File: src/rtl/aha_prog_clk_div.sv
// Programmable integer clock divider with glitch-free start/stop and period-aligned ratio updates.
// Optional macro AHA_CLKDIV_ODD_DUTY50_EN adds a negedge stage for exact 50% duty on odd ratios.
module aha_prog_clk_div #(
   parameter int DIV_W       = 8,
   parameter int DEFAULT_DIV = 2
) (
   input  logic             CLK_IN,
   input  logic             RESET,
   input  logic             EN,
   input  logic [DIV_W-1:0] DIV_RATIO,
   input  logic             UPDATE_REQ,
   output logic             UPDATE_ACK,
   output logic [DIV_W-1:0] ACTIVE_RATIO,
   output logic             RUNNING,
   output logic             TICK,
   output logic             Q
);

   typedef enum logic [1:0] {IDLE, RUN, STOPPING} state_t;

   localparam logic [DIV_W-1:0] RESET_RATIO = DIV_W'(DEFAULT_DIV);
   localparam logic [DIV_W-1:0] MIN_RATIO   = DIV_W'(2);
   localparam logic [DIV_W-1:0] ONE         = DIV_W'(1);

   state_t           state_q, state_d;
   logic [DIV_W-1:0] cnt_q, cnt_d;
   logic [DIV_W-1:0] active_q, active_d;
   logic [DIV_W-1:0] shadow_q, shadow_d;
   logic             pending_q, pending_d;
   logic             q_q, q_d;
   logic             tick_q, tick_d;
   logic             ack_q, ack_d;
   logic             running_q, running_d;

   logic             wrap;
   logic             copy_now;
   logic             capture;

   always_comb begin
      state_d   = state_q;
      cnt_d     = cnt_q;
      active_d  = active_q;
      shadow_d  = shadow_q;
      pending_d = pending_q;
      tick_d    = 1'b0;
      ack_d     = 1'b0;

      wrap     = (state_q != IDLE) && (cnt_q == active_q - ONE);
      copy_now = pending_q && ((state_q == IDLE) || wrap);
      // A request arriving on the copy edge is captured after the old shadow is consumed.
      capture  = UPDATE_REQ && (!pending_q || copy_now);

      if (copy_now) begin
         active_d  = shadow_q;
         pending_d = 1'b0;
      end
      if (capture) begin
         shadow_d  = (DIV_RATIO < MIN_RATIO) ? MIN_RATIO : DIV_RATIO;
         pending_d = 1'b1;
         ack_d     = 1'b1;
      end

      case (state_q)
         IDLE: begin
            cnt_d = '0;
            if (EN) begin
               state_d = RUN;
               tick_d  = 1'b1;
            end
         end
         RUN: begin
            cnt_d  = wrap ? '0 : cnt_q + ONE;
            tick_d = wrap;
            if (!EN) state_d = STOPPING;
         end
         STOPPING: begin
            if (wrap && !EN) begin
               state_d = IDLE;
               cnt_d   = '0;
            end else begin
               cnt_d  = wrap ? '0 : cnt_q + ONE;
               tick_d = wrap;
               if (EN) state_d = RUN;
            end
         end
         default: begin
            state_d = IDLE;
            cnt_d   = '0;
         end
      endcase

      q_d       = (state_d != IDLE) && (cnt_d < (active_d >> 1));
      running_d = (state_d != IDLE);
   end

   always_ff @(posedge CLK_IN or posedge RESET) begin
      if (RESET) begin
         state_q   <= IDLE;
         cnt_q     <= '0;
         active_q  <= RESET_RATIO;
         shadow_q  <= RESET_RATIO;
         pending_q <= 1'b0;
         q_q       <= 1'b0;
         tick_q    <= 1'b0;
         ack_q     <= 1'b0;
         running_q <= 1'b0;
      end else begin
         state_q   <= state_d;
         cnt_q     <= cnt_d;
         active_q  <= active_d;
         shadow_q  <= shadow_d;
         pending_q <= pending_d;
         q_q       <= q_d;
         tick_q    <= tick_d;
         ack_q     <= ack_d;
         running_q <= running_d;
      end
   end

`ifdef AHA_CLKDIV_ODD_DUTY50_EN
   logic neg_q;

   // Stretches the high phase by half a source cycle when the ratio is odd.
   always_ff @(negedge CLK_IN or posedge RESET) begin
      if (RESET) begin
         neg_q <= 1'b0;
      end else if (state_q == IDLE) begin
         neg_q <= 1'b0;
      end else begin
         neg_q <= q_q & active_q[0];
      end
   end

   assign Q = q_q | neg_q;
`else
   assign Q = q_q;
`endif

   assign UPDATE_ACK   = ack_q;
   assign ACTIVE_RATIO = active_q;
   assign RUNNING      = running_q;
   assign TICK         = tick_q;

endmodule

File: config.mk
export PLATFORM = sky130hd
export DESIGN_NAME = aha_prog_clk_div
export DESIGN_NICKNAME = d
export VERILOG_FILES = /design/src/rtl/aha_prog_clk_div.sv
export SDC_FILE = /design/constraint.sdc
export NUM_CORES = 1
export LEC_CHECK = 0
export BUFFER_PORTS_ARGS = -buffer_cell sky130_fd_sc_hd__buf_2
export CAP_MARGIN = 20
export CORE_ASPECT_RATIO = 0.6
export CORE_MARGIN = 2
export CORE_UTILIZATION = 55
export CTS_CLUSTER_SIZE = 28
export DETAILED_ROUTE_END_ITERATION = 6
export PLACE_DENSITY = 0.75
export SYNTH_ARGS = -nofsm -noshare
export SYNTH_HDL_FRONTEND = slang
export SYNTH_SLANG_ARGS = --single-unit
File: constraint.sdc
create_clock -name CLK_IN -period 6.6 [get_ports CLK_IN]
set_clock_uncertainty 0.05 [all_clocks]
set_input_delay 0.33 -clock CLK_IN [delete_from_list [all_inputs] [get_ports CLK_IN]]
set_output_delay 0.33 -clock CLK_IN [all_outputs]
set_load 0.05 [all_outputs]
==> results of run 1 <==
[registers in the layout, indices dropped and copies added (netlist names)]
signal	flops
ACTIVE_RATIO	8
RUNNING	1
UPDATE_ACK	1
cnt_q	8
state_q	2
pending_q	1
Q	1
shadow_q	8
TICK	1
[logic make-up after synthesis]
logic type,synth area share
DFF,0.397
and+or+nand+nor,0.150
xor gates and xnor gates,0.0671
AOI/OAI and AO/OA,0.138
buffers and inverters,0.0415
muxes,0.130
adders and majority gates,0.0766
[critical path, cell delays in order (launching register included)]
cell,delay (ns)
dfstp_2,0.59
inv_1,0.08
ha_1,0.27
o21bai_1,0.19
a2111oi_1,0.51
a311oi_2,0.13
a2111oi_2,0.53
or2_1,0.34
nor2_1,0.11
ha_1,0.33
o21a_1,0.19
o21ai_0,0.31
nor2_1,0.07
nor2_1,0.09
o31ai_1,0.07
a211oi_1,0.22
[cells in the final DEF (no fill, tap or decap), types with 2 or more instances in the layout]
| cell | instances |
|---|---|
| a211oi_1 | 3 |
| a21o_1 | 2 |
| a21oi_1 | 4 |
| a31oi_1 | 2 |
| buf_2 | 23 |
| clkbuf_8 | 5 |
| clkinv_2 | 3 |
| dfrtp_1 | 29 |
| dfstp_2 | 2 |
| ha_1 | 12 |
| inv_1 | 13 |
| mux2_2 | 6 |
| mux2_4 | 7 |
| mux2i_1 | 7 |
| nand2_1 | 8 |
| nand2b_1 | 2 |
| nand3_1 | 3 |
| nor2_1 | 21 |
| nor2b_1 | 5 |
| nor3_1 | 6 |
| nor4_1 | 2 |
| o21ai_0 | 10 |
| o21bai_1 | 2 |
| xnor2_1 | 7 |
| xor2_1 | 8 |
[where the power goes]
part	switching, mW	internal (mW)
clock network	0.0745	0.0720
registers	0.0966	0.269
logic	0.393	0.246
[stage by stage]
stage / instance area, um2 / setup slack (ns) / util
floorplan: 1960 / 2.70 / -
global placement: 2110 / 2.68 / 0.634
detailed placement: 2110 / 2.50 / 0.634
CTS: 2200 / 2.46 / 0.662
global route: 2200 / 2.18 / 0.662
finish: 2200 / 2.41 / 0.662
[layer usage]
metal,global-route usage,vias to the layer above,wire length (um)
met5,0,-,0
met4,0.0876,0,38
met3,0.0665,6,358
met2,0.375,57,1960
met1,0.336,748,2100
li1,-,723,-
[final timing paths]
check,from,end,slack [ns],cells after the start
worst max-delay path,ACTIVE_RATIO[1]$_DFF_PP1_,Q$_DFF_PP0_,2.41,15
min in group asynchronous,RESET,pending_q$_DFFE_PP0P_,0.48,3
worst min-delay path,DIV_RATIO[3],shadow_q[3]$_DFFE_PP0P_,0.23,2
max in group asynchronous,RESET,shadow_q[1]$_DFFE_PP1P_,5.34,4
worst min register to register,shadow_q[1]$_DFFE_PP1P_,shadow_q[1]$_DFFE_PP1P_,0.46,2
worst max register to register,ACTIVE_RATIO[1]$_DFF_PP1_,Q$_DFF_PP0_,2.41,15
[repair_timing]
| item | 4_1_cts | 5_1_grt |
|---|---|---|
| buffers inserted | 0 | 0 |
| hold buffers | 1 | 0 |
| hold endpoints to repair | 7 | 0 |
[final cells by class]
class                      count  area [um2]
clock buffer                   5        68.8
multi-input combinational    141        1100
clock inverter                 3        15.0
sequential                    31         778
inverter                      13        48.8
fill                         279        1120
tap                           45        56.3
timing repair buffer          25         133
==> results.md, run 1 <==
* Final setup violating endpoints at 0
* Largest net degree at the start of global routing at 25
* Fin crit share at 0.635
* Worst-Skew Late Latency at 0.29 ns
* First-pass DRT Iterations at 4
* Die height at 50.2 um
* Ys async rst share at 1.00
* First-pass GRT wire length at ~7300 um
* Final TNS setup at 0 ns
* Min Hold Slack at around 0.23 ns
* Worst EP required at ~6.8 ns
* Syn nets at ~210
* Vias at 1534
* Area grow syn2layout at 12.3%
* Die area at a little over 0.004 mm2
* Final wirelength at 4450 um
* Synth Register Bits at 31
* RSZ-0062 raised after global routing: no
* Total Routing Usage GR at 0.246
* Total Power at between 1 and 1.5 mW
* Port Buffers at 23
* Number of gates resized after cts at 0
* Post-route insts no fill at 263
* Hpwl dp at between 3000 and 4000 um
* Crit Path Max Fanout at 8
* Register area share after synthesis at 0.397
* Placed cell count at approximately 250
* Rows at 16
* Initial Utilization at 0.590
* Post-synth top flop: dfrtp_1
* Syn Area/Cell at between 10 and 15 um2
* Yosys Warn Count at 0
* Synth top area cells: dfrtp_1, ha_1, mux2_4, nor2_1, mux2i_1
* Share of the synthesized area in the top cell type at 0.370
* Worst Path Arrival at 4.34 ns
* Worst setup EP type: flop
* Final Hold Viols at 0
* IO Pins at 24
* Clk sinks at 31
* Post-synth EDFFs at 0
* Nets@finish at ~240
* Grt total ovfl at 0
* Crit path launch type: flop
* Antenna-violating nets left at 0
* Worst-path clk slew at approximately 0.070 ns
* Max Clock Freq at about 240 MHz
* Layout cell share with drive strength beyond 1 at 0.252
* DR iter-0 viols at 148
* Slew at the pin closest to its max-slew limit at 0.523 ns
* Status: complete, no violations
* CTS tree: done
* Area leader, netlist: dfrtp_1
* Cells after synthesis at 190
* Synth top cells by count: dfrtp_1, nor2_1, inv_1
* Worst relative slew slack at 0.651
* Critical path type: reg -> reg
* Mapped cell area at 0.00196 mm2
* Final Wtd Congestion at about 0.96
* Wire length per cell at 16.9 um
* Max clock buf depth at 2
* Vias in the first global route at approximately 1500
* Most common cell in the netlist: dfrtp_1
* Peak VDD IR at about 260 uV
* Remaining DRCs at 0
* Final Critical Period at 4.19 ns
* Initial antenna violation count at 0
* Die Wd at about 81 um
* Via/cell ratio at about 5.8
* H-tree Lvls at 2
* Distinct cells, synth at just over 50
* Root Buffer: clkbuf_8
* Final Max Slew Viols at 0
* ANT cells at 0
* Num CTS Buffers at 5
* PwrDens at ~520 mW/mm2
* Placeable Area at 0.00332 mm2
* Worst hold path class: in -> reg
* Max Cap Viol at 0
* Leak Pwr at between 1 and 1.5 nW
(Power assumes the default switching activity.)
==> run 2: changes to the inputs <==
- ABC_AREA: unset -> 1
- clock period: 6.6 -> 4.3 ns (I/O delays scaled with it)
==> results.md, run 2 <==
* Worst setup EP type: flop
* Die area at just under 0.004 mm2
* Share of the synthesized area in the top cell type at 0.389
* Met3 WL post-DR at between 200 and 300 um
* Total Routing Usage GR at 0.234
* Switch Pwr at between 800 and 900 uW
* ANT cells at 0
* Initial antenna violation count at 0
* Layout cell share with drive strength beyond 1 at 0.201
* Worst hold path class: in -> reg
* Crit Reg-Reg Startpoint: ACTIVE_RATIO[1]$_DFF_PP1_
* Fin area at approximately 0.0022 mm2
* Initial Utilization at 0.575
* Max Clock Freq at approximately 350 MHz
* Antenna-violating nets left at 0
* RSZ-0062 raised after global routing: no
* Die Wd at just under 80 um
* Slew at the pin closest to its max-slew limit at between 0.3 and 0.4 ns
* Cell-internal power at about 890 uW
* Worst relative slew slack at 0.740
* Final Critical Period at 2.87 ns
* Final setup violating endpoints at 0
* Clock power share at 0.199
* Port Buffers at 23
* Nets@finish at 296
* First-pass GRT wire length at 6760 um
* Mapped cell area at 0.00187 mm2
* Vias at 1549
* Final wirelength at 3880 um
* Syn nets at between 200 and 300
* Synth top area cells: dfrtp_1, nand2_1, inv_1, ha_1, nand3_1
* Fin util at 0.672
* Status: complete, no violations
* Area post-placement at between 0.002 and 0.0025 mm2
* Grt total ovfl at 0
* Largest net degree at the start of global routing at 32
* Crit Path Max Fanout at 15
* Met1 WL at around 2200 um
* Commonest non-fill, non-tap cell in the layout: nand2_1
* Most frequent cells in the layout: nand2_1, inv_1, dfrtp_1
* Remaining DRCs at 0
* Critical path type: reg -> reg
* Placed cell count at slightly above 300
* Yosys Warn Count at 0
* Hpwl dp at about 3000 um
* Fin crit share at 0.668
* Syn Area/Cell at a little under 8 um2
* Synth Register Bits at 31
* CP peak stage delay at 0.55 ns
* Hold Startpoint: DIV_RATIO[5]
* Ys async rst share at 1.00
* Crit path launch type: flop
* Seq pwr share at 0.298
* IO Pins at 24
* Max Cap Viol at 0
* Root Buffer: clkbuf_8
* Wire length per cell at 12.2 um
* Vias in the first global route at between 1000 and 1500
* Top Layer Used: met4
* Cells after synthesis at approximately 240
* Clk sinks at 31
* Synth top cells by count: nand2_1, inv_1, dfrtp_1
* Post-synth EDFFs at 0
* Post-CTS Setup Bufs at 0
* Max clock buf depth at 2
* Buf/Inv on CP at 3
* Delay-heaviest family, CP: simple AND/OR/NAND/NOR gates
* Net Sw Frac at 0.478
* CTS tree: done
* Met2 WL at approximately 1400 um
* Area leader, netlist: dfrtp_1
* Rows at 16
* Final Hold Viols at 0
* First-pass DRT Iterations at 4
* Final Wtd Congestion at about 0.86
* Worst-path clk slew at 0.06 ns
* Post-route insts no fill at around 320
* Combinational power share at 0.503
* Worst EP required at around 4.5 ns
* Post-synth top flop: dfrtp_1
* Worst path cell trace: inv_1, ha_1, inv_1, nand2_2, nand3b_1, nand2_1, nor2_1, nand3_1, nor2_2, nand2_2, nand2_2, nand2_4, o21ai_0, ha_1, a21oi_1, o211ai_1, inv_1, nand2_1, a21oi_1
* H-tree Lvls at 2
* Final TNS setup at 0 ns
* Register area share after synthesis at 0.417
* Num CTS Buffers at 5
* Area grow syn2layout at 16.8%
* PwrDens at around 780 mW/mm2
* Worst-Skew Late Latency at around 0.28 ns
* CP max stage cell: dfstp_2
* Worst Path Arrival at around 3 ns
* CP startpoint: ACTIVE_RATIO[1]$_DFF_PP1_
* Peak VDD IR at 458 uV
* DR iter-0 viols at 133
* Distinct cells, synth at 28
* Most common cell in the netlist: nand2_1
* Final Max Slew Viols at 0
* Via/cell ratio at just under 5
* Leak Pwr at about 1.2 nW
* Placeable Area at 0.00324 mm2
* Die height at ~49 um
## run 2: changes by cell type after synthesis, moves of 6 or more
cell      change
inv_1        +28
mux2_2        -6
mux2_4        -7
mux2i_1       -7
nand2_1      +57
nand2_2       +6
nand3_1      +12
nand3b_1      +7
nor2_1       -10
xnor2_1       -6
## run 2: through the flow
stage / setup WS, ns / hold slack, ns / power, mW
finish: 1.43 / 0.0897 / 1.71
CTS: 1.46 / 0.0801 / 1.72
global placement: 1.58 / 0.259 / 1.35
detailed placement: 1.45 / 0.267 / 1.37
floorplan: 1.37 / 0.267 / 1.17
global route: 1.18 / 0.0917 / 1.85
## run 2: worst min-delay path, stage by stage
cell and delay [ns]:
buf_2 0.09, nand2_1 0.05, nand2_1 0.04
## run 2: final timing paths
kind,endpoint,slack [ns],cells after the start
worst min-delay path,shadow_q[5]$_DFFE_PP0P_,0.09,3
worst max-delay path,Q$_DFF_PP0_,1.43,19
worst min register to register,shadow_q[4]$_DFFE_PP0P_,0.44,2
max in group asynchronous,ACTIVE_RATIO[1]$_DFF_PP1_,3.37,4
min in group asynchronous,RUNNING$_DFF_PP0_,0.51,4
worst max register to register,Q$_DFF_PP0_,1.43,19
## run 2: repair_timing
item,CTS,global route
resized for setup,0,0
hold buffers,1,0
endpoints found under the hold margin,29,0
## run 2: layout make-up
cell class                 instances  area (um2)
inverter                          45         169
sequential                        31         778
tap                               45        56.3
multi-input combinational        164         911
timing repair buffer              25         133
clock inverter                     2        60.1
fill                             290        1060
clock buffer                       6        72.6
## run 2: metal layers
| layer | GRT usage | up-vias |
|---|---|---|
| li1 | - | 816 |
| met1 | 0.386 | 675 |
| met2 | 0.294 | 51 |
| met3 | 0.0556 | 7 |
| met4 | 0.0776 | 0 |
| met5 | 0 | - |
## run 2: cells by family after synthesis
family,synth area share
compound gates,0.0738
xor+xnor,0.0329
fa+ha+maj,0.0805
buf+inv,0.0946
flops,0.417
simple gates,0.301
## run 2: power groups by stage
stage / combinational (mW) / clock (mW) / sequential [mW]
3_3_place_gp: 0.834 / 0 / 0.513
4_1_cts: 0.860 / 0.349 / 0.508
5_1_grt: 0.971 / 0.359 / 0.523
6_report: 0.860 / 0.341 / 0.509
2_1_floorplan: 0.490 / 0 / 0.685
3_5_place_dp: 0.855 / 0 / 0.512
==> run 3: changes to the inputs <==
- CORE_UTILIZATION: 55 -> 52
- clock period: 4.3 -> 2.6 ns (I/O delays scaled with it)
==> results.md, run 3 (same netlist as run 2, synthesis figures left out) <==
* Failing checks: negative setup slack
* CP peak stage delay at between 0.5 and 0.6 ns
* Max clock buf depth at 2
* First-pass DRT Iterations at 4
* CTS tree: done
* Total Routing Usage GR at 0.238
* Antenna-violating nets left at 0
* Placeable Area at between 0.003 and 0.004 mm2
* Wire length per cell at around 13 um
* Root Buffer: clkbuf_8
* Final wirelength at ~4200 um
* Nets@finish at between 300 and 400
* Fin crit share at 1.04
* Fin area at 0.00230 mm2
* First-pass GRT wire length at 7090 um
* Vias at 1637
* Commonest non-fill, non-tap cell in the layout: nand2_1
* Peak VDD IR at 612 uV
* Max Clock Freq at ~370 MHz
* Status: finished, violations left
* Final setup violating endpoints at 1
* Final Wtd Congestion at 0.835
* Leak Pwr at approximately 1.2 nW
* Largest net degree at the start of global routing at 32
* Min Hold Slack at roughly 0.00024 ns
* Final Hold Viols at 0
* R2R setup slack at -0.1 ns
* Final Critical Period at approximately 2.7 ns
* Crit Path Max Fanout at 6
* Die Wd at between 80 and 90 um
* Worst relative slew slack at 0.740
* PwrDens at ~1300 mW/mm2
* Fin util at 0.688
* RSZ-0062 raised after global routing: yes
* ANT cells at 0
* Max Cap Viol at 0
* Worst hold path class: in -> reg
* Worst-Skew Late Latency at roughly 0.28 ns
* Vias in the first global route at around 1500
* H-tree Lvls at 2
* CP most frequent cell: nand2_1
* Final TNS setup at -0.0962 ns
* Total Power at about 3 mW
* Critical path type: reg -> reg
* Worst setup margin at -0.0962 ns
* Num CTS Buffers at 5
* DR iter-0 viols at 79
* Register Area at 779 um2
* Layout cell share with drive strength beyond 1 at 0.273
* Worst-path clk slew at ~0.07 ns
* Hold Crit Depth at 3
* Worst setup EP type: flop
* CP max stage cell: dfstp_2
* Die area at about 0.0041 mm2
* Remaining DRCs at 0
* Worst Path Arrival at around 2.9 ns
* Rows at 16
* Slew at the pin closest to its max-slew limit at roughly 0.39 ns
* Area of the multi-input gates at a little under 0.001 mm2
* Crit path launch type: flop
* Hpwl dp at 3170 um
* Initial Utilization at 0.558
* Final Max Slew Viols at 0
* Initial antenna violation count at 0
* R2R depth at 18
* Most frequent cells in the layout: nand2_1, inv_1, dfrtp_1
* Die height at roughly 50 um
* Port Buffers at 23
* Worst path cell trace: inv_2, ha_4, xor2_1, nand2_1, nor2_1, nand3_1, nor2_2, nand2_2, nand2_4, nand2_2, nand2_1, o21ai_2, ha_1, a21oi_2, o211ai_1, inv_1, nand2_1, a21oi_1
* IO Pins at 24
* Fill cells at 277
* Worst EP required at around 2.8 ns
* Clk sinks at 31
* Area grow syn2layout at 23.2%
* Grt total ovfl at 0
* Area post-placement at approximately 0.0021 mm2
* Via/cell ratio at 4.95
[run 3: changes by cell type in the layout (fill, tap and decap cells not counted), moves of 2 or more]
cell       change
buf_4         +11
ha_4           +2
o21ai_2        +3
bufinv_16      -2
ha_1           -2
inv_2          +2
o21ai_0        -4
inv_1          -2
nand2_1        -2
nand2_4        +2
[run 3: critical path: cells and delay by family (launching register included)]
kind / cells / cell delay (ns)
XOR/XNOR: 1 / 0.14
adder cells (fa/ha/maj): 2 / 0.45
AND/OR/NAND/NOR: 9 / 0.87
flip-flops: 1 / 0.53
AO/OA/AOI/OAI: 4 / 0.47
buffers and inverters: 2 / 0.12
[run 3: layout make-up]
| class | count | share of cell area |
|---|---|---|
| tap | 45 | 0.0245 |
| clock inverter | 1 | 0.00218 |
| inverter | 45 | 0.0735 |
| sequential | 31 | 0.339 |
| timing repair buffer | 37 | 0.0985 |
| clock buffer | 7 | 0.0332 |
| multi-input combinational | 165 | 0.429 |
[run 3: power breakdown]
part           internal, mW  leakage [nW]  total (mW)  switching [mW]
logic                 0.580         0.814        1.71            1.13
registers             0.679         0.382       0.855           0.176
clock network         0.187        0.0422       0.361           0.174
[run 3: per-stage QoR]
stage / std cells / worst slack [ns]
after floorplan: 241 / -0.215
after global routing: 331 / -0.242
after CTS: 330 / -0.114
after detailed placement: 316 / -0.0809
after global placement: 316 / 0.00639
final: 331 / -0.0962
[run 3: layer usage]
metal | track usage | wire [um] | vias up
met5 | 0 | 0 | -
met4 | 0.0763 | 40 | 0
met3 | 0.0594 | 217 | 5
met2 | 0.324 | 1720 | 39
met1 | 0.368 | 2200 | 742
li1 | - | - | 851
[run 3: path summary, 6_finish.rpt]
path	from	to
setup / recovery	ACTIVE_RATIO[1]$_DFF_PP1_	Q$_DFF_PP0_
hold / removal	DIV_RATIO[7]	shadow_q[7]$_DFFE_PP0P_
setup reg to reg	ACTIVE_RATIO[1]$_DFF_PP1_	Q$_DFF_PP0_
hold reg to reg	shadow_q[4]$_DFFE_PP0P_	shadow_q[4]$_DFFE_PP0P_
max in group asynchronous	RESET	ACTIVE_RATIO[1]$_DFF_PP1_
min in group asynchronous	RESET	shadow_q[3]$_DFFE_PP0P_
[run 3: what timing repair did]
action | 4_1_cts | 5_1_grt
gates cloned | 1 | 0
endpoints found under the hold margin | 29 | 0
setup endpoints to repair | 1 | 2
resized for setup | 5 | 11
hold buffers | 1 | 0
setup buffers | 4 | 1
pin swaps | 9 | 6
